**config.mk**
```make
export PLATFORM = sky130hd
export DESIGN_NAME = fetch_unit
export DESIGN_NICKNAME = d
export VERILOG_FILES = /design/src/rtl/fetch_unit.sv
export SDC_FILE = /design/constraint.sdc
export NUM_CORES = 1
export LEC_CHECK = 0
export ABC_AREA = 1
export BUFFER_PORTS_ARGS = -buffer_cell sky130_fd_sc_hd__buf_2
export CAP_MARGIN = 20
export CELL_PAD_IN_SITES_DETAIL_PLACEMENT = 0
export CELL_PAD_IN_SITES_GLOBAL_PLACEMENT = 2
export CORE_AREA = 4 4 138 140
export CTS_CLUSTER_SIZE = 40
export DETAILED_ROUTE_END_ITERATION = 8
export DIE_AREA = 0 0 142 144
export GPL_TIMING_DRIVEN = 0
export PLACE_DENSITY_LB_ADDON = 0.15
export SYNTH_ARGS = -nofsm -noshare
export SYNTH_HDL_FRONTEND = slang
export SYNTH_SLANG_ARGS = --single-unit
```
**constraint.sdc**
```tcl
create_clock -name clk -period 2.45 [get_ports clk]
set_input_delay 0.1225 -clock clk [delete_from_list [all_inputs] [get_ports clk]]
set_output_delay 0.1225 -clock clk [all_outputs]
set_load 0.01 [all_outputs]
```
**src/rtl/fetch_unit.sv**
```systemverilog
// fetch_unit: PC generation, instruction-memory addressing and instruction delivery to decode.
// Latency: the first instruction is valid one edge after reset release; a redirect target is valid one edge after the redirect.
// Backpressure: while stall is high, instr, instr_pc and instr_valid are held. Redirect overrides stall.
//
// Ports:
//   clk, reset            - clock and asynchronous active-high reset
//   stall                 - decode cannot accept the current instruction
//   redirect, redirect_pc - taken branch/jump and its byte target
//   imem_addr, imem_rd    - instruction memory address out, read data in
//   instr, instr_pc       - instruction and its byte address to decode
//   instr_valid           - instr/instr_pc are valid
//   fetch_fault           - misaligned redirect target; fetch is halted
//   fetch_count           - number of instructions accepted by decode
module fetch_unit #(
  parameter logic [31:0] RESET_PC  = 32'h0000_0000,
  parameter bit          SYNC_IMEM = 1'b1
) (
  input  logic        clk,
  input  logic        reset,
  input  logic        stall,
  input  logic        redirect,
  input  logic [31:0] redirect_pc,
  output logic [31:0] imem_addr,
  input  logic [31:0] imem_rd,
  output logic [31:0] instr,
  output logic [31:0] instr_pc,
  output logic        instr_valid,
  output logic        fetch_fault,
  output logic [31:0] fetch_count
);

  typedef enum logic [1:0] {
    BOOT  = 2'd0,
    RUN   = 2'd1,
    FAULT = 2'd2
  } state_t;

  state_t      state, state_nxt;
  logic [31:0] pc_q, pc_next;
  logic        valid_q, valid_nxt;
  logic [31:0] count_q;
  logic        misaligned;

  assign misaligned = (redirect_pc[1:0] != 2'b00);

  // pc_next is always the value pc_q loads on the coming edge. In
  // registered-read mode the ROM samples it on that same edge, so the word
  // for pc_q is on imem_rd exactly when pc_q updates.
  always_comb begin
    state_nxt = state;
    pc_next   = pc_q;
    valid_nxt = valid_q;
    case (state)
      BOOT: begin
        pc_next   = RESET_PC;
        valid_nxt = 1'b1;
        state_nxt = RUN;
      end
      RUN: begin
        valid_nxt = 1'b1;
        if (redirect) begin
          if (misaligned) begin
            // Halt on the current PC; the bad target is never fetched.
            pc_next   = pc_q;
            valid_nxt = 1'b0;
            state_nxt = FAULT;
          end else begin
            pc_next = redirect_pc;
          end
        end else if (stall) begin
          pc_next = pc_q;
        end else begin
          pc_next = pc_q + 32'd4;
        end
      end
      FAULT: begin
        valid_nxt = 1'b0;
        if (redirect && !misaligned) begin
          pc_next   = redirect_pc;
          valid_nxt = 1'b1;
          state_nxt = RUN;
        end
      end
      default: begin
        pc_next   = RESET_PC;
        valid_nxt = 1'b0;
        state_nxt = BOOT;
      end
    endcase
  end

  always_ff @(posedge clk or posedge reset) begin
    if (reset) begin
      state   <= BOOT;
      pc_q    <= RESET_PC;
      valid_q <= 1'b0;
    end else begin
      state   <= state_nxt;
      pc_q    <= pc_next;
      valid_q <= valid_nxt;
    end
  end

  // Instructions shown during a redirect cycle are wrong-path and not counted.
  always_ff @(posedge clk or posedge reset) begin
    if (reset) begin
      count_q <= 32'd0;
    end else if (valid_q && !stall && !redirect) begin
      count_q <= count_q + 32'd1;
    end
  end

  assign imem_addr   = SYNC_IMEM ? pc_next : pc_q;
  assign instr       = imem_rd;
  assign instr_pc    = pc_q;
  assign instr_valid = valid_q;
  assign fetch_fault = (state == FAULT);
  assign fetch_count = count_q;

endmodule
```
==> impl_metrics.yaml <==
status:
  outcome: "finished, final reports clean"
worst_setup_path:
  startpoint_type: "flip-flop"
  crit_arrival_ps: 2190
  cp_slowest_cell: "dfrtp_1"
  crit_type: "flip-flop to primary output"
  r2r_setup_slack_ps: 670
  end_kind: "primary output"
  path_max_fanout: 7
  slowest_delay_ps: 400
  worstPathCellList: "inv_1, ha_1, clkbuf_4, clkinvlp_4, nor2_4, buf_4, nand2_1, a211oi_1, buf_2"
  critPathRequiredTime_ps: 2330
placement:
  post-place-cells: 1012
  place_hpwl_um: 13800
  place.gp.congestion: 0.844
  dpl_worst_slack_ps: -419
  io_buffers: 164
  place_area_mm2: 0.00573
synthesis:
  synth_seq_cells: 67
  synth_edf_count: 0
  synthMostInstantiatedCell: "nand2_1"
  synthFlopType: "dfrtp_1"
  synthTopCellsByCount: "nand2_1 (122), nor2_1 (71), dfrtp_1 (67), inv_1 (65), nand3_1 (54)"
  synth_top_area_share: 0.365
  syn-num-nets: 692
  synth.yosys.seq_area_share: 0.365
  synth_area_per_cell_um2: 7.44
  synthesis.area_mm2: 0.00460
  async_reset_ff_frac: 1.00
  synth_area_leaders: "dfrtp_1 (36%), nand2_1 (10%), nand3_1 (5.9%)"
  syn_inst: 618
  yosys.cell_types.count: 43
  yosys_warnings: 0
  yosysTopAreaCell: "dfrtp_1"
power_and_ir_drop:
  power_w: 0.00482
  ir_drop_v: 0.000344
  internal_power_w: 0.00285
  clockPowerShare: 0.286
  pwr-share-seq: 0.307
  p_sw_w: 0.00198
  power_density_mw_per_mm2: 762
  swShare: 0.410
  p_leak_nw: 3.12
  pwr-share-comb: 0.407
die:
  io_pins: 198
  start_util: 0.258
  core_area_mm2: 0.0178
  rows: 49
  die_area_mm2: 0.0204
  chipWidth_um: 142
  die_h_um: 144
detailed_routing:
  routedWlPerCell_um: 17.2
  ant_nets: 0
  routed_wl_um: 17900
  num_vias: 4878
  firstDrtPassIters: 4
  viasPerCell: 4.69
  drc_errors: 0
  drt-initial-drc-count: 233
timing:
  tns_ps: 0
  finalCriticalPeriod_ps: 2320
  rsz0062_at_grt: "yes"
  finalMaxSlewViolations: 0
  tightest_slew_ps: 655
  final_hold_viol_count: 0
  timing.final.ws_setup_ps: 134
  finClkSkew_ps: 8.12
  finalCritPeriodShare: 0.945
  slew_headroom: 0.562
  fmax_mhz: 432
  setup_viol: 0
final_layout:
  nNetsFinal: 879
  diodes: 0
  multi_input_area_mm2: 0.00249
  seqCellArea_mm2: 0.00168
  area_delta_synth_final_pct: 37.6
  fill_cells: 1961
  fin_area_mm2: 0.00632
  drive_above_1_share: 0.365
  fin_cells: 1039
clock_network:
  insertion_delay_ps: 340
  clock_sinks: 67
  clockBufferDepth: 2
  htreeDepth: 3
  cts_made_buffers: 9
  cts_tree: "done"
  cts-root-buf: "clkbuf_16"
  clkTransAtPathRegs_ps: 60
hold_path:
  min_path_type: "input pin to flip-flop"
global_route:
  globalRoute.totalOverflow: 0
  grt_pass1_wl_um: 27500
  grt_max_degree: 47
  grt_pass1_vias: 4827
  antenna_found_initial: 1
  grtUsageTotal: 0.173
run:
  cap_violations: 0
area by class of cell:
class                           count  share of cell area
Multi-Input combinational cell    436               0.394
Sequential cell                    67               0.265
Timing Repair Buffer              176               0.148
Buffer                             48              0.0552
Tap cell                          229              0.0453
Inverter                           67              0.0435
Clock buffer                       13              0.0411
Clock inverter                      3             0.00732
state kept, by name, summed over array words and instances, names as in the netlist:
register and cells:
fetch_count 32, state 2, instr_valid 1, instr_pc 32
final timing paths:
kind                            startpoint              end  depth (start not counted)
setup / recovery                  state[1]    imem_addr[22]                          9
min in group asynchronous            reset      instr_pc[7]                          3
hold reg to reg            fetch_count[31]  fetch_count[31]                          1
max in group asynchronous            reset  fetch_count[30]                          4
hold / removal             redirect_pc[25]     instr_pc[25]                          3
setup reg to reg               instr_pc[3]     instr_pc[20]                          9
power by group through the flow:
stage | combinational, W | sequential [W] | clock (W)
final | 0.00196 | 0.00148 | 0.00138
after floorplan | 0.000934 | 0.00150 | 0
after detailed placement | 0.00170 | 0.00151 | 0
after global placement | 0.00169 | 0.00150 | 0
after global routing | 0.00218 | 0.00151 | 0.00145
after CTS | 0.00185 | 0.00149 | 0.00142
cell usage in the layout (no fill, tap or decap), types with 4 or more instances in the layout:
master,instances
a21oi_1,20
clkbuf_16,9
nand4_1,14
buf_4,42
inv_1,63
clkbuf_1,5
nand3b_1,4
xnor2_1,15
nand2_2,4
ha_1,5
nor2_4,10
xor2_1,13
nor2_2,9
o211ai_1,13
dfrtp_1,65
or2_2,8
nand3_1,52
nor4_1,6
nor2_1,58
o21ai_0,22
nor3_2,7
nand2_1,122
buf_2,167
a211oi_1,7
nand3_4,4
nor3_1,16
metrics by stage:
step / hold slack (ps) / util
4_1_cts: 99.9 / 0.345
2_1_floorplan: 337 / -
6_report: 110 / 0.355
3_3_place_gp: 432 / 0.320
3_5_place_dp: 115 / 0.321
5_1_grt: 117 / 0.355
repair_timing:
item / CTS / global route
endpoints found under the setup margin: 46 / 26
pin swaps: 1 / 8
gates resized for setup: 27 / 36
hold buffers: 1 / 0
gates cloned: 0 / 0
hold endpoints to repair: 21 / 0
setup buffers: 2 / 8
worst max-delay path, delay by kind of cell (launching register included):
| family | cells | cell delay (ps) |
|---|---|---|
| buf+inv | 5 | 800 |
| flops | 1 | 400 |
| simple gates | 2 | 220 |
| fa+ha+maj | 1 | 130 |
| compound gates | 1 | 300 |
cells by family (layout without fill, tap and decap cells):
family | after synthesis | in the layout | share of synthesized area
fa+ha+maj | 6 | 6 | 0.0163
compound gates | 79 | 79 | 0.105
xor+xnor | 28 | 28 | 0.0534
simple gates | 323 | 323 | 0.337
buf+inv | 115 | 307 | 0.124
flops | 67 | 67 | 0.365
routing by layer:
metal	up-vias	global-route usage	part of all wire
met1	2271	0.243	0.47
li1	2398	-	-
met4	2	0.0465	0.013
met2	188	0.268	0.43
met3	19	0.0400	0.079
met5	-	0	0.00067
(Power assumes the default switching activity.)
